`src/rtl/pe_pkg.sv`:
```
// Shared types and default geometry for the PE feeder.
// Default filter edge 3, activation edge 5, so 9 weights, 25 activations and 3 output rows per job.
package pe_pkg;

    localparam int K       = 3;
    localparam int A       = 5;
    localparam int W_WORDS = K * K;
    localparam int A_WORDS = A * A;
    localparam int N_ROWS  = A - K + 1;

    typedef enum logic [3:0] {
        IDLE   = 4'd0,
        PRE_W  = 4'd1,
        LOAD_W = 4'd2,
        WAIT_W = 4'd3,
        PRE_A  = 4'd4,
        LOAD_A = 4'd5,
        WAIT_A = 4'd6,
        ISSUE  = 4'd7,
        WAIT_C = 4'd8,
        OUT    = 4'd9
    } feeder_state_t;

endpackage

```
`src/rtl/pe_feeder_if.sv`:
```
// Bundle of the GLB read port, the PE load/compute port and the psum valid/ready stream.
// The feeder uses the master side; the GLB, the PE and the accumulation stage use the slave side.
interface pe_feeder_if #(
    parameter int DATA_BITWIDTH     = 16,
    parameter int GLB_ADDR_BITWIDTH = 12
);
    logic                         gb_rd_en;
    logic [GLB_ADDR_BITWIDTH-1:0] gb_rd_addr;
    logic [DATA_BITWIDTH-1:0]     gb_rd_data;
    logic [DATA_BITWIDTH-1:0]     filt_out;
    logic [DATA_BITWIDTH-1:0]     act_out;
    logic                         load_en_wght;
    logic                         load_en_act;
    logic                         pe_start;
    logic                         pe_load_done;
    logic                         pe_compute_done;
    logic [DATA_BITWIDTH-1:0]     pe_psum;
    logic [DATA_BITWIDTH-1:0]     psum_data;
    logic                         psum_valid;
    logic                         psum_ready;

    modport master (
        output gb_rd_en, gb_rd_addr, filt_out, act_out, load_en_wght, load_en_act,
               pe_start, psum_data, psum_valid,
        input  gb_rd_data, pe_load_done, pe_compute_done, pe_psum, psum_ready
    );

    modport slave (
        input  gb_rd_en, gb_rd_addr, filt_out, act_out, load_en_wght, load_en_act,
               pe_start, psum_data, psum_valid,
        output gb_rd_data, pe_load_done, pe_compute_done, pe_psum, psum_ready
    );

endinterface

```
`src/rtl/pe_feeder_glb_burst_reader.sv`:
```
// Issues a contiguous GLB read burst (base..base+last_idx, first read in the start cycle) and
// returns each word with its index one cycle later; no backpressure, the burst runs uninterrupted.
module glb_burst_reader #(
    parameter int DATA_BITWIDTH     = 16,
    parameter int GLB_ADDR_BITWIDTH = 12,
    parameter int CNT_W             = 5
) (
    input  logic                         clk,
    input  logic                         reset,
    input  logic                         start,
    input  logic [GLB_ADDR_BITWIDTH-1:0] base,
    input  logic [CNT_W-1:0]             last_idx,
    output logic                         gb_rd_en,
    output logic [GLB_ADDR_BITWIDTH-1:0] gb_rd_addr,
    input  logic [DATA_BITWIDTH-1:0]     gb_rd_data,
    output logic                         word_vld,
    output logic [DATA_BITWIDTH-1:0]     word,
    output logic [CNT_W-1:0]             word_idx,
    output logic                         word_last
);
    logic                         active;
    logic [GLB_ADDR_BITWIDTH-1:0] addr_q;
    logic [CNT_W-1:0]             idx_q;
    logic [CNT_W-1:0]             last_q;
    logic [CNT_W-1:0]             cur_idx;
    logic [CNT_W-1:0]             cur_last;

    // The start cycle issues word 0 directly so the first word lands on burst cycle 0.
    assign gb_rd_en   = start | active;
    assign gb_rd_addr = start ? base : addr_q;
    assign cur_idx    = start ? '0 : idx_q;
    assign cur_last   = start ? last_idx : last_q;
    assign word       = gb_rd_data;

    always_ff @(posedge clk) begin
        if (reset) begin
            active    <= 1'b0;
            addr_q    <= '0;
            idx_q     <= '0;
            last_q    <= '0;
            word_vld  <= 1'b0;
            word_idx  <= '0;
            word_last <= 1'b0;
        end else begin
            word_vld  <= gb_rd_en;
            word_idx  <= cur_idx;
            word_last <= gb_rd_en && (cur_idx == cur_last);
            if (gb_rd_en) begin
                addr_q <= gb_rd_addr + GLB_ADDR_BITWIDTH'(1);
                idx_q  <= cur_idx + CNT_W'(1);
                last_q <= cur_last;
                active <= (cur_idx != cur_last);
            end
        end
    end

endmodule

```
`src/rtl/pe_feeder.sv`:
```
// Sequences one PE job: weight burst, activation burst, then one start/psum per output row.
// Burst words reach the PE with no gaps; a new pe_start waits until the held psum is accepted.
module pe_feeder
    import pe_pkg::*;
#(
    parameter int DATA_BITWIDTH     = 16,
    parameter int GLB_ADDR_BITWIDTH = 12,
    parameter int kernel_size       = K,
    parameter int act_size          = A
) (
    input  logic                         clk,
    input  logic                         reset,
    input  logic                         job_start,
    input  logic [GLB_ADDR_BITWIDTH-1:0] w_base,
    input  logic [GLB_ADDR_BITWIDTH-1:0] a_base,
    output logic                         busy,
    output logic                         job_done,
    pe_feeder_if.master                  bus
);
    localparam int W_N   = kernel_size * kernel_size;
    localparam int A_N   = act_size * act_size;
    localparam int ROWS  = act_size - kernel_size + 1;
    localparam int CNT_W = $clog2(A_N);
    localparam int ROW_W = $clog2(ROWS + 1);

    feeder_state_t                state;
    logic [GLB_ADDR_BITWIDTH-1:0] w_base_q;
    logic [GLB_ADDR_BITWIDTH-1:0] a_base_q;
    logic [ROW_W-1:0]             row_cnt;
    logic [DATA_BITWIDTH-1:0]     filt_q;
    logic [DATA_BITWIDTH-1:0]     act_q;
    logic [DATA_BITWIDTH-1:0]     psum_q;

    logic                         rd_start;
    logic [GLB_ADDR_BITWIDTH-1:0] rd_base;
    logic [CNT_W-1:0]             rd_last;
    logic                         word_vld;
    logic [DATA_BITWIDTH-1:0]     word;
    logic [CNT_W-1:0]             word_idx;
    logic                         word_last;
    logic                         w_word;
    logic                         a_word;

    assign rd_start = (state == PRE_W) || (state == PRE_A);
    assign rd_base  = (state == PRE_A) ? a_base_q : w_base_q;
    assign rd_last  = (state == PRE_A) ? CNT_W'(A_N - 1) : CNT_W'(W_N - 1);

    glb_burst_reader #(
        .DATA_BITWIDTH     (DATA_BITWIDTH),
        .GLB_ADDR_BITWIDTH (GLB_ADDR_BITWIDTH),
        .CNT_W             (CNT_W)
    ) u_reader (
        .clk        (clk),
        .reset      (reset),
        .start      (rd_start),
        .base       (rd_base),
        .last_idx   (rd_last),
        .gb_rd_en   (bus.gb_rd_en),
        .gb_rd_addr (bus.gb_rd_addr),
        .gb_rd_data (bus.gb_rd_data),
        .word_vld   (word_vld),
        .word       (word),
        .word_idx   (word_idx),
        .word_last  (word_last)
    );

    assign w_word = (state == LOAD_W) && word_vld;
    assign a_word = (state == LOAD_A) && word_vld;

    // Burst words bypass the hold registers so word i is on the PE bus in burst cycle i.
    assign bus.filt_out     = w_word ? word : filt_q;
    assign bus.act_out      = a_word ? word : act_q;
    assign bus.load_en_wght = w_word && (word_idx == '0);
    assign bus.load_en_act  = a_word && (word_idx == '0);
    assign bus.pe_start     = (state == ISSUE);
    assign bus.psum_valid   = (state == OUT);
    assign bus.psum_data    = psum_q;
    assign busy             = (state != IDLE);

    always_ff @(posedge clk) begin
        if (reset) begin
            state    <= IDLE;
            w_base_q <= '0;
            a_base_q <= '0;
            row_cnt  <= '0;
            filt_q   <= '0;
            act_q    <= '0;
            psum_q   <= '0;
            job_done <= 1'b0;
        end else begin
            job_done <= 1'b0;
            if (w_word) filt_q <= word;
            if (a_word) act_q  <= word;
            case (state)
                IDLE: begin
                    if (job_start) begin
                        w_base_q <= w_base;
                        a_base_q <= a_base;
                        row_cnt  <= '0;
                        state    <= PRE_W;
                    end
                end
                PRE_W:  state <= LOAD_W;
                LOAD_W: if (word_vld && word_last) state <= WAIT_W;
                WAIT_W: if (bus.pe_load_done) state <= PRE_A;
                PRE_A:  state <= LOAD_A;
                LOAD_A: if (word_vld && word_last) state <= WAIT_A;
                WAIT_A: if (bus.pe_load_done) state <= ISSUE;
                ISSUE:  state <= WAIT_C;
                WAIT_C: begin
                    if (bus.pe_compute_done) begin
                        psum_q <= bus.pe_psum;
                        state  <= OUT;
                    end
                end
                OUT: begin
                    if (bus.psum_ready) begin
                        row_cnt <= row_cnt + ROW_W'(1);
                        if (row_cnt == ROW_W'(ROWS - 1)) begin
                            job_done <= 1'b1;
                            state    <= IDLE;
                        end else begin
                            state <= ISSUE;
                        end
                    end
                end
                default: state <= IDLE;
            endcase
        end
    end

endmodule
```
`src/flat_wrapper.sv`:
```
// flat-port wrapper written by rule: the top's interface ports become plain ports
module pe_feeder_flat import pe_pkg::*;
#(
    parameter int DATA_BITWIDTH     = 16,
    parameter int GLB_ADDR_BITWIDTH = 12,
    parameter int kernel_size       = K,
    parameter int act_size          = A
)
  (clk, reset, job_start, w_base, a_base, busy, job_done, bus_gb_rd_en, bus_gb_rd_addr, bus_filt_out, bus_act_out, bus_load_en_wght, bus_load_en_act, bus_pe_start, bus_psum_data, bus_psum_valid, bus_gb_rd_data, bus_pe_load_done, bus_pe_compute_done, bus_pe_psum, bus_psum_ready);
  pe_feeder_if #(.DATA_BITWIDTH(DATA_BITWIDTH), .GLB_ADDR_BITWIDTH(GLB_ADDR_BITWIDTH)) bus_i ();
  input  logic clk;
  input  logic reset;
  input  logic job_start;
  input  logic [GLB_ADDR_BITWIDTH-1:0] w_base;
  input  logic [GLB_ADDR_BITWIDTH-1:0] a_base;
  output logic busy;
  output logic job_done;
  output wire logic [$bits(bus_i.gb_rd_en)-1:0] bus_gb_rd_en;
  output wire logic [$bits(bus_i.gb_rd_addr)-1:0] bus_gb_rd_addr;
  output wire logic [$bits(bus_i.filt_out)-1:0] bus_filt_out;
  output wire logic [$bits(bus_i.act_out)-1:0] bus_act_out;
  output wire logic [$bits(bus_i.load_en_wght)-1:0] bus_load_en_wght;
  output wire logic [$bits(bus_i.load_en_act)-1:0] bus_load_en_act;
  output wire logic [$bits(bus_i.pe_start)-1:0] bus_pe_start;
  output wire logic [$bits(bus_i.psum_data)-1:0] bus_psum_data;
  output wire logic [$bits(bus_i.psum_valid)-1:0] bus_psum_valid;
  input wire logic [$bits(bus_i.gb_rd_data)-1:0] bus_gb_rd_data;
  input wire logic [$bits(bus_i.pe_load_done)-1:0] bus_pe_load_done;
  input wire logic [$bits(bus_i.pe_compute_done)-1:0] bus_pe_compute_done;
  input wire logic [$bits(bus_i.pe_psum)-1:0] bus_pe_psum;
  input wire logic [$bits(bus_i.psum_ready)-1:0] bus_psum_ready;
  assign bus_gb_rd_en = bus_i.gb_rd_en;
  assign bus_gb_rd_addr = bus_i.gb_rd_addr;
  assign bus_filt_out = bus_i.filt_out;
  assign bus_act_out = bus_i.act_out;
  assign bus_load_en_wght = bus_i.load_en_wght;
  assign bus_load_en_act = bus_i.load_en_act;
  assign bus_pe_start = bus_i.pe_start;
  assign bus_psum_data = bus_i.psum_data;
  assign bus_psum_valid = bus_i.psum_valid;
  assign bus_i.gb_rd_data = bus_gb_rd_data;
  assign bus_i.pe_load_done = bus_pe_load_done;
  assign bus_i.pe_compute_done = bus_pe_compute_done;
  assign bus_i.pe_psum = bus_pe_psum;
  assign bus_i.psum_ready = bus_psum_ready;
  pe_feeder #(.DATA_BITWIDTH(DATA_BITWIDTH), .GLB_ADDR_BITWIDTH(GLB_ADDR_BITWIDTH), .kernel_size(kernel_size), .act_size(act_size)) u_core (.clk(clk), .reset(reset), .job_start(job_start), .w_base(w_base), .a_base(a_base), .busy(busy), .job_done(job_done), .bus(bus_i));
endmodule
```
`config.mk`:
```
export PLATFORM = sky130hd
export DESIGN_NAME = pe_feeder_flat
export DESIGN_NICKNAME = d
export VERILOG_FILES = /design/src/rtl/pe_pkg.sv /design/src/rtl/pe_feeder_if.sv /design/src/rtl/pe_feeder_glb_burst_reader.sv /design/src/rtl/pe_feeder.sv /design/src/flat_wrapper.sv
export SDC_FILE = /design/constraint.sdc
export NUM_CORES = 1
export LEC_CHECK = 0
export ABC_AREA = 1
export BUFFER_PORTS_ARGS = -buffer_cell sky130_fd_sc_hd__buf_2
export CAP_MARGIN = 20
export CELL_PAD_IN_SITES_DETAIL_PLACEMENT = 0
export CELL_PAD_IN_SITES_GLOBAL_PLACEMENT = 1
export CORE_ASPECT_RATIO = 0.7
export CORE_MARGIN = 2
export CORE_UTILIZATION = 34
export CTS_CLUSTER_SIZE = 30
export DETAILED_ROUTE_END_ITERATION = 7
export PLACE_DENSITY_LB_ADDON = 0.25
export REMOVE_ABC_BUFFERS = 1
export SLEW_MARGIN = 20
export SYNTH_ARGS = -nofsm -noshare
export SYNTH_HDL_FRONTEND = slang
export SYNTH_HIERARCHICAL = 1
export SYNTH_SLANG_ARGS = --single-unit
```
`constraint.sdc`:
```
create_clock -name clk -period 2.3 [get_ports clk]
set_input_delay 0.46 -clock clk [delete_from_list [all_inputs] [get_ports clk]]
set_output_delay 0.46 -clock clk [all_outputs]
set_load 0.01 [all_outputs]
```
======== Yosys cells after proc, flatten, opt, wreduce, memory -nomap -nowiden ========
Cells that the tools add are included.
storage, ports and cells
  bits in registers ....................... 109
  input bits .............................. 62
  logic and storage cells ................. 76
cells by class
  add/sub/neg operators ................... 3
  equality and inequality tests ........... 19
  muxes and demuxes ....................... 20
  bitwise gates (word level) .............. 3
  reduce and logical (&&, ||, !) cells .... 16
operators with widths
  operator                                             number
  case mux 4 bit (10 select lines)                     1
  two-way mux 16 bit                                   2
  two-way mux 4 bit                                    7
  two-way mux 12 bit                                   2
  equality test 4 x 3 -> 1 bit, second input constant  4
  two-way mux 5 bit                                    3
  adder 12 x 1 -> 12 bit, second input constant        1
  != test 2 bit, second input constant                 6
  equality test 4 x 2 -> 1 bit, second input constant  2
  equality test 4 bit, second input constant           2
  AND reduction 7 bit                                  1
  logical AND 1 bit                                    6
  adder 5 x 1 -> 5 bit, second input constant          1
  equality test 5 bit                                  1
  logical NOT 5 bit                                    1
  != test 5 bit                                        1
  equality test 4 x 1 -> 1 bit, second input constant  1
  logical NOT 4 bit                                    1
  two-way mux 2 bit                                    2
  case mux 2 bit (2 select lines)                      1
  AND reduction 2 bit                                  2
  nonzero test 4 bit                                   1
  two-way mux 3 bit                                    1
  AND reduction 3 bit                                  1
  other kinds (9)                                      10

======== Logic depth before layout (Yosys ltp) ========
  word-level depth ........................ 5
  mapped depth ............................ 16

======== Hierarchy ========
Netlist, hierarchy kept.
modules (own cells, without submodules)
  module            instances  cells an instance  area each (sq um)  sequential area each (sq um)
  pe_feeder         1          521                3656.0             1581.5
  glb_burst_reader  1          250                1731.7             600.6

======== Least setup slack after synthesis ========
Ideal clock, no wire load.
  kind .................................... register -> register
  from .................................... reg u_core.state[2]
  to ...................................... reg u_core.u_reader.addr_q[10]
  setup time .............................. 0.117 ns
  arrival ................................. 2.568 ns
  slack ................................... -0.385 ns
  stages on the path, launching flop included .. 14
  path buffers ............................ 1
  period minus slack after synthesis ...... 2.685 ns
  cells stage by stage .................... dfxtp_1 > inv_1 > nor2_4 > inv_1 > o21ai_0 > inv_2 > buf_6 > o21ai_2 > ha_1 > nand3_2 > nor2_2 > a21oi_1 > nor2_1 > nor2_1
on the way
  longest elaborated chain between the ends .. 4
  elaborated cells on any way between the ends .. 7
  classes of those cells .................. add/sub (1); eq/ne (2); mux (2); bitwise (1); reduce/logical (1)
RTL lines
  element                                                                              line                              RTL
  start, declared                                                                      pe_feeder.sv:26                   feeder_state_t state;
  start signal, assigned                                                               pe_feeder.sv:82                   state <= IDLE;
  start signal, assigned                                                               pe_feeder.sv:100                  state <= PRE_W;
  start signal, assigned                                                               pe_feeder.sv:103                  PRE_W: state <= LOAD_W;
  equality test 4 x 1 -> 1 bit / equality test 4 x 3 -> 1 bit (equally long branches)  pe_feeder.sv:44                   assign rd_start = (state == PRE_W) || (state == PRE_A);
  logical OR 1 bit (*)                                                                 pe_feeder.sv:44
  net u_core.rd_start                                                                  pe_feeder.sv:34                   logic rd_start;
  two-way mux 12 bit (*)                                                               pe_feeder_glb_burst_reader.sv:30  assign gb_rd_addr = start ? base : addr_q;
  net bus_gb_rd_addr[0]                                                                flat_wrapper.sv:19                output wire logic [$bits(bus_i.gb_rd_addr)-1:0] bus_gb_rd_addr;
  adder 12 x 1 -> 12 bit (*)                                                           pe_feeder_glb_burst_reader.sv:49  addr_q <= gb_rd_addr + GLB_ADDR_BITWIDTH'(1);
  end signal, assigned                                                                 pe_feeder_glb_burst_reader.sv:49
  end, declared                                                                        pe_feeder_glb_burst_reader.sv:22  logic [GLB_ADDR_BITWIDTH-1:0] addr_q;
Mark *: on every way through the listed nets, which the timed path passes. The rest lies on a longest branch.
A chain may end at the register's enable or synchronous reset.

======== Worst setup path after layout ========
  from .................................... reg u_core.state[0]
  to ...................................... out bus_gb_rd_addr[11]
on the way
  longest elaborated chain between the ends .. 3
  elaborated cells on any way between the ends .. 5
  classes of those cells .................. eq/ne (2); mux (2); reduce/logical (1)
RTL lines
  element                                                                              line
  equality test 4 x 1 -> 1 bit / equality test 4 x 3 -> 1 bit (equally long branches)  pe_feeder.sv:44
  logical OR 1 bit (*)                                                                 pe_feeder.sv:44
  net u_core.rd_start                                                                  pe_feeder.sv:34
  two-way mux 12 bit (*)                                                               pe_feeder_glb_burst_reader.sv:30
  end, declared                                                                        flat_wrapper.sv:19
Marked as above.

==> results.md <==
* Die Area at 16,900 um^2
* CTS hold repair buffers at 0
* Global route overflow at 0
* Via density at between 4 and 5
* Port bufs at about 130
* Vias in the first global route at 4,346
* Final hold vios at 0
* Drt pass-1 iters at 5
* Pwr dens at ~1100 nW/um^2
* Avg Cell Area, Syn at 6.99 um^2
* Ant. Diodes at 0
* Die Span X at 154 um
* Worst skew pair latency at between 0.3 and 0.4 ns
* CP Class: reg -> out
* DR vias at 4,998
* Setup Total Neg Slack at -0.0280 ns
* Global Route Usage Sum at 0.164
* H-tree depth at 3
* Die height at 109 um
* Wire per inst at 13.2 um
* Status: finished with violations
* CTS tree: yes
* Placed Cells at ~1,100
* Placeable Area at 15,500 um^2
* Clock buffer depth at 2
* Tightest Hold Check Type: in -> reg
* Seq/Total Area, Yosys at 0.405
* Slew HR at 0.651
* RSZ-0062 raised after global routing: yes
* Cells after synthesis at 771
* Initial antenna violation count at 0
* Leak Pwr at 3.37 nW
* Layout area overhead at 25.7%
* Slew Viols, Final at 0
* Non-filler cells in the finished layout at 1,104
* GPL Wtd Cong at 0.821
* Yosys warnings at 6
* Critical path startpoint category: register
* CTS Sinks at between 100 and 150
* Synth top area share at 0.405
* Final WS setup at -0.0187 ns
* Initial DRC Count at 290
* FFs w/ async S/R, synth at 0
* Count leader, synth: nand2_1
* Max Clock Skew at 0.0117 ns
* Layout net count at 964
* Ys flop type: dfxtp_1
* FMAX at about 430 MHz
* Remaining antenna violation count after routing at 0
* Area leader, netlist: dfxtp_1
* Post-layout min period at 2.32 ns
* Row count at 38
* Synth unique cells at 38
* Global-route wire length before repair at ~22,000 um
* Initial Util at 0.348
* Number of synthesized flops with an enable pin at 0
* Arrival @ worst endpoint at 1.86 ns
* Violated checks: setup timing
* WL final at 14,600 um
* Max_cap viols at 0
* Mapped cell area at 5390 um^2
* CP Max Fanout at 10
* CTS clk-pin slew, worst paths at 0.08 ns
* Post-DP HPWL at 9970 um
* Largest net degree at the start of global routing at 44
* CP Capture Type: output pin
* Tcrit/Tclk final at 1.01
* Final setup violating endpoints at 2
* FF+latch count, synth at 109
* Worst endpoint required time at 1.84 ns
* # DRC at 0
* Most area-consuming cells after synthesis: dfxtp_1, nand2_1, inv_1, a21oi_1, nor2_1
* Num CTS Buffers at 9
* Clk root buf: clkbuf_16
* Peak VDD IR at between 0.4 and 0.5 mV
* Share of cells above drive strength 1 at 0.285
* Worst Tran Pin Value at 0.523 ns
* Overall Power at about 7.6 mW
* Commonest cells in the netlist: nand2_1, inv_1, dfxtp_1, a21oi_1, nor2_1
* IO Count at 129
-- flip-flops by register name, summed over array words and instances, names as in the netlist --
register and cells:
u_core/job_done 1, u_core/u_reader/word_idx 5, u_core/u_reader/word_last 1, u_core/u_reader/last_q 5, u_core/filt_q 16, u_core/u_reader/active 1, u_core/row_cnt 2, u_core/state 4
u_core/act_q 16, u_core/u_reader/addr_q 12, u_core/u_reader/word_vld 1, u_core/u_reader/idx_q 5, u_core/a_base_q 12, u_core/w_base_q 12, u_core/bus.psum_data 16
-- layout make-up --
type	instances	area, um^2
Multi-Input combinational cell	481	2500
Timing Repair Buffer	164	1020
Inverter	134	513
Clock buffer	10	239
Sequential cell	109	2190
Clock inverter	6	56.3
Fill cell	1635	8730
Tap cell	200	250
-- metrics by stage --
stage / worst slack, ns / util / hold slack (ns) / cell area (um^2)
2_1_floorplan: -1.51 / - / 0.425 / 5040
3_3_place_gp: 0.106 / 0.396 / 0.451 / 6130
3_5_place_dp: 0.0819 / 0.396 / 0.453 / 6130
4_1_cts: -0.119 / 0.419 / 0.360 / 6500
5_1_grt: -0.118 / 0.437 / 0.367 / 6770
6_report: -0.0187 / 0.437 / 0.370 / 6770
-- timing repair --
action                     4_1_cts  5_1_grt
setup buffers                    3        7
hold endpoints to repair         0        0
setup endpoints to repair       39       51
pin swaps                        1        5
resized for setup                9       49
gates cloned                     2        3
-- logic make-up after synthesis --
family | synth area share
fa+ha+maj | 0.00697
flops | 0.405
simple gates | 0.255
buf+inv | 0.159
other cells | 0.00139
xor+xnor | 0.00325
compound gates | 0.170
-- path summary, 6_finish.rpt --
check	from	slack, ns	to	depth (start not counted)
max	u_core/state[0]$_SDFFE_PP0P_	-0.02	bus_gb_rd_addr[11]	8
min	bus_pe_psum[7]	0.37	u_core/bus.psum_data[7]$_SDFFE_PP0P_	3
max reg2reg	u_core/state[2]$_SDFFE_PP0P_	0.25	u_core/u_reader/addr_q[10]$_SDFFE_PP0N_	14
min reg2reg	u_core/w_base_q[9]$_SDFFE_PP0P_	0.45	u_core/w_base_q[9]$_SDFFE_PP0P_	2
-- placed cells by master, fill, tap and decap left out, types with 6 or more instances in the layout --
cell / Yosys / routed
a211oi_1: 7 / 7
nand2_1: 149 / 147
o21ai_0: 45 / 36
nand3_1: 49 / 48
o21ai_1: 19 / 21
clkbuf_16: 0 / 11
inv_1: 128 / 126
nand2_2: 7 / 9
buf_6: 7 / 7
a211oi_2: 9 / 9
nor3_1: 6 / 6
nor2_1: 70 / 70
a21oi_1: 75 / 61
nor2_4: 4 / 9
a21oi_2: 0 / 14
buf_2: 11 / 128
dfxtp_1: 109 / 106
o21ai_2: 3 / 9
buf_4: 20 / 23
-- worst max-delay path, cell delays in order (launching register included) --
cell and delay (ns):
dfxtp_4 0.37, nor2_4 0.14, inv_4 0.09, o21ai_4 0.24, inv_4 0.10, or2_2 0.29
o21ai_2 0.08, inv_1 0.07, buf_2 0.14
-- power by group --
part	switching [mW]	leakage [nW]	total [mW]	internal [mW]
clock	0.748	0.147	1.54	0.787
combinational	2.27	2.33	3.61	1.33
sequential	0.193	0.888	2.47	2.27
-- routing by layer --
metal | global-route usage | up-vias | part of all wire
met5 | 0 | - | 0
met4 | 0.0403 | 0 | 0.010
met3 | 0.0371 | 10 | 0.056
met2 | 0.232 | 119 | 0.41
met1 | 0.251 | 2202 | 0.53
li1 | - | 2667 | -
(Power assumes the default switching activity.)
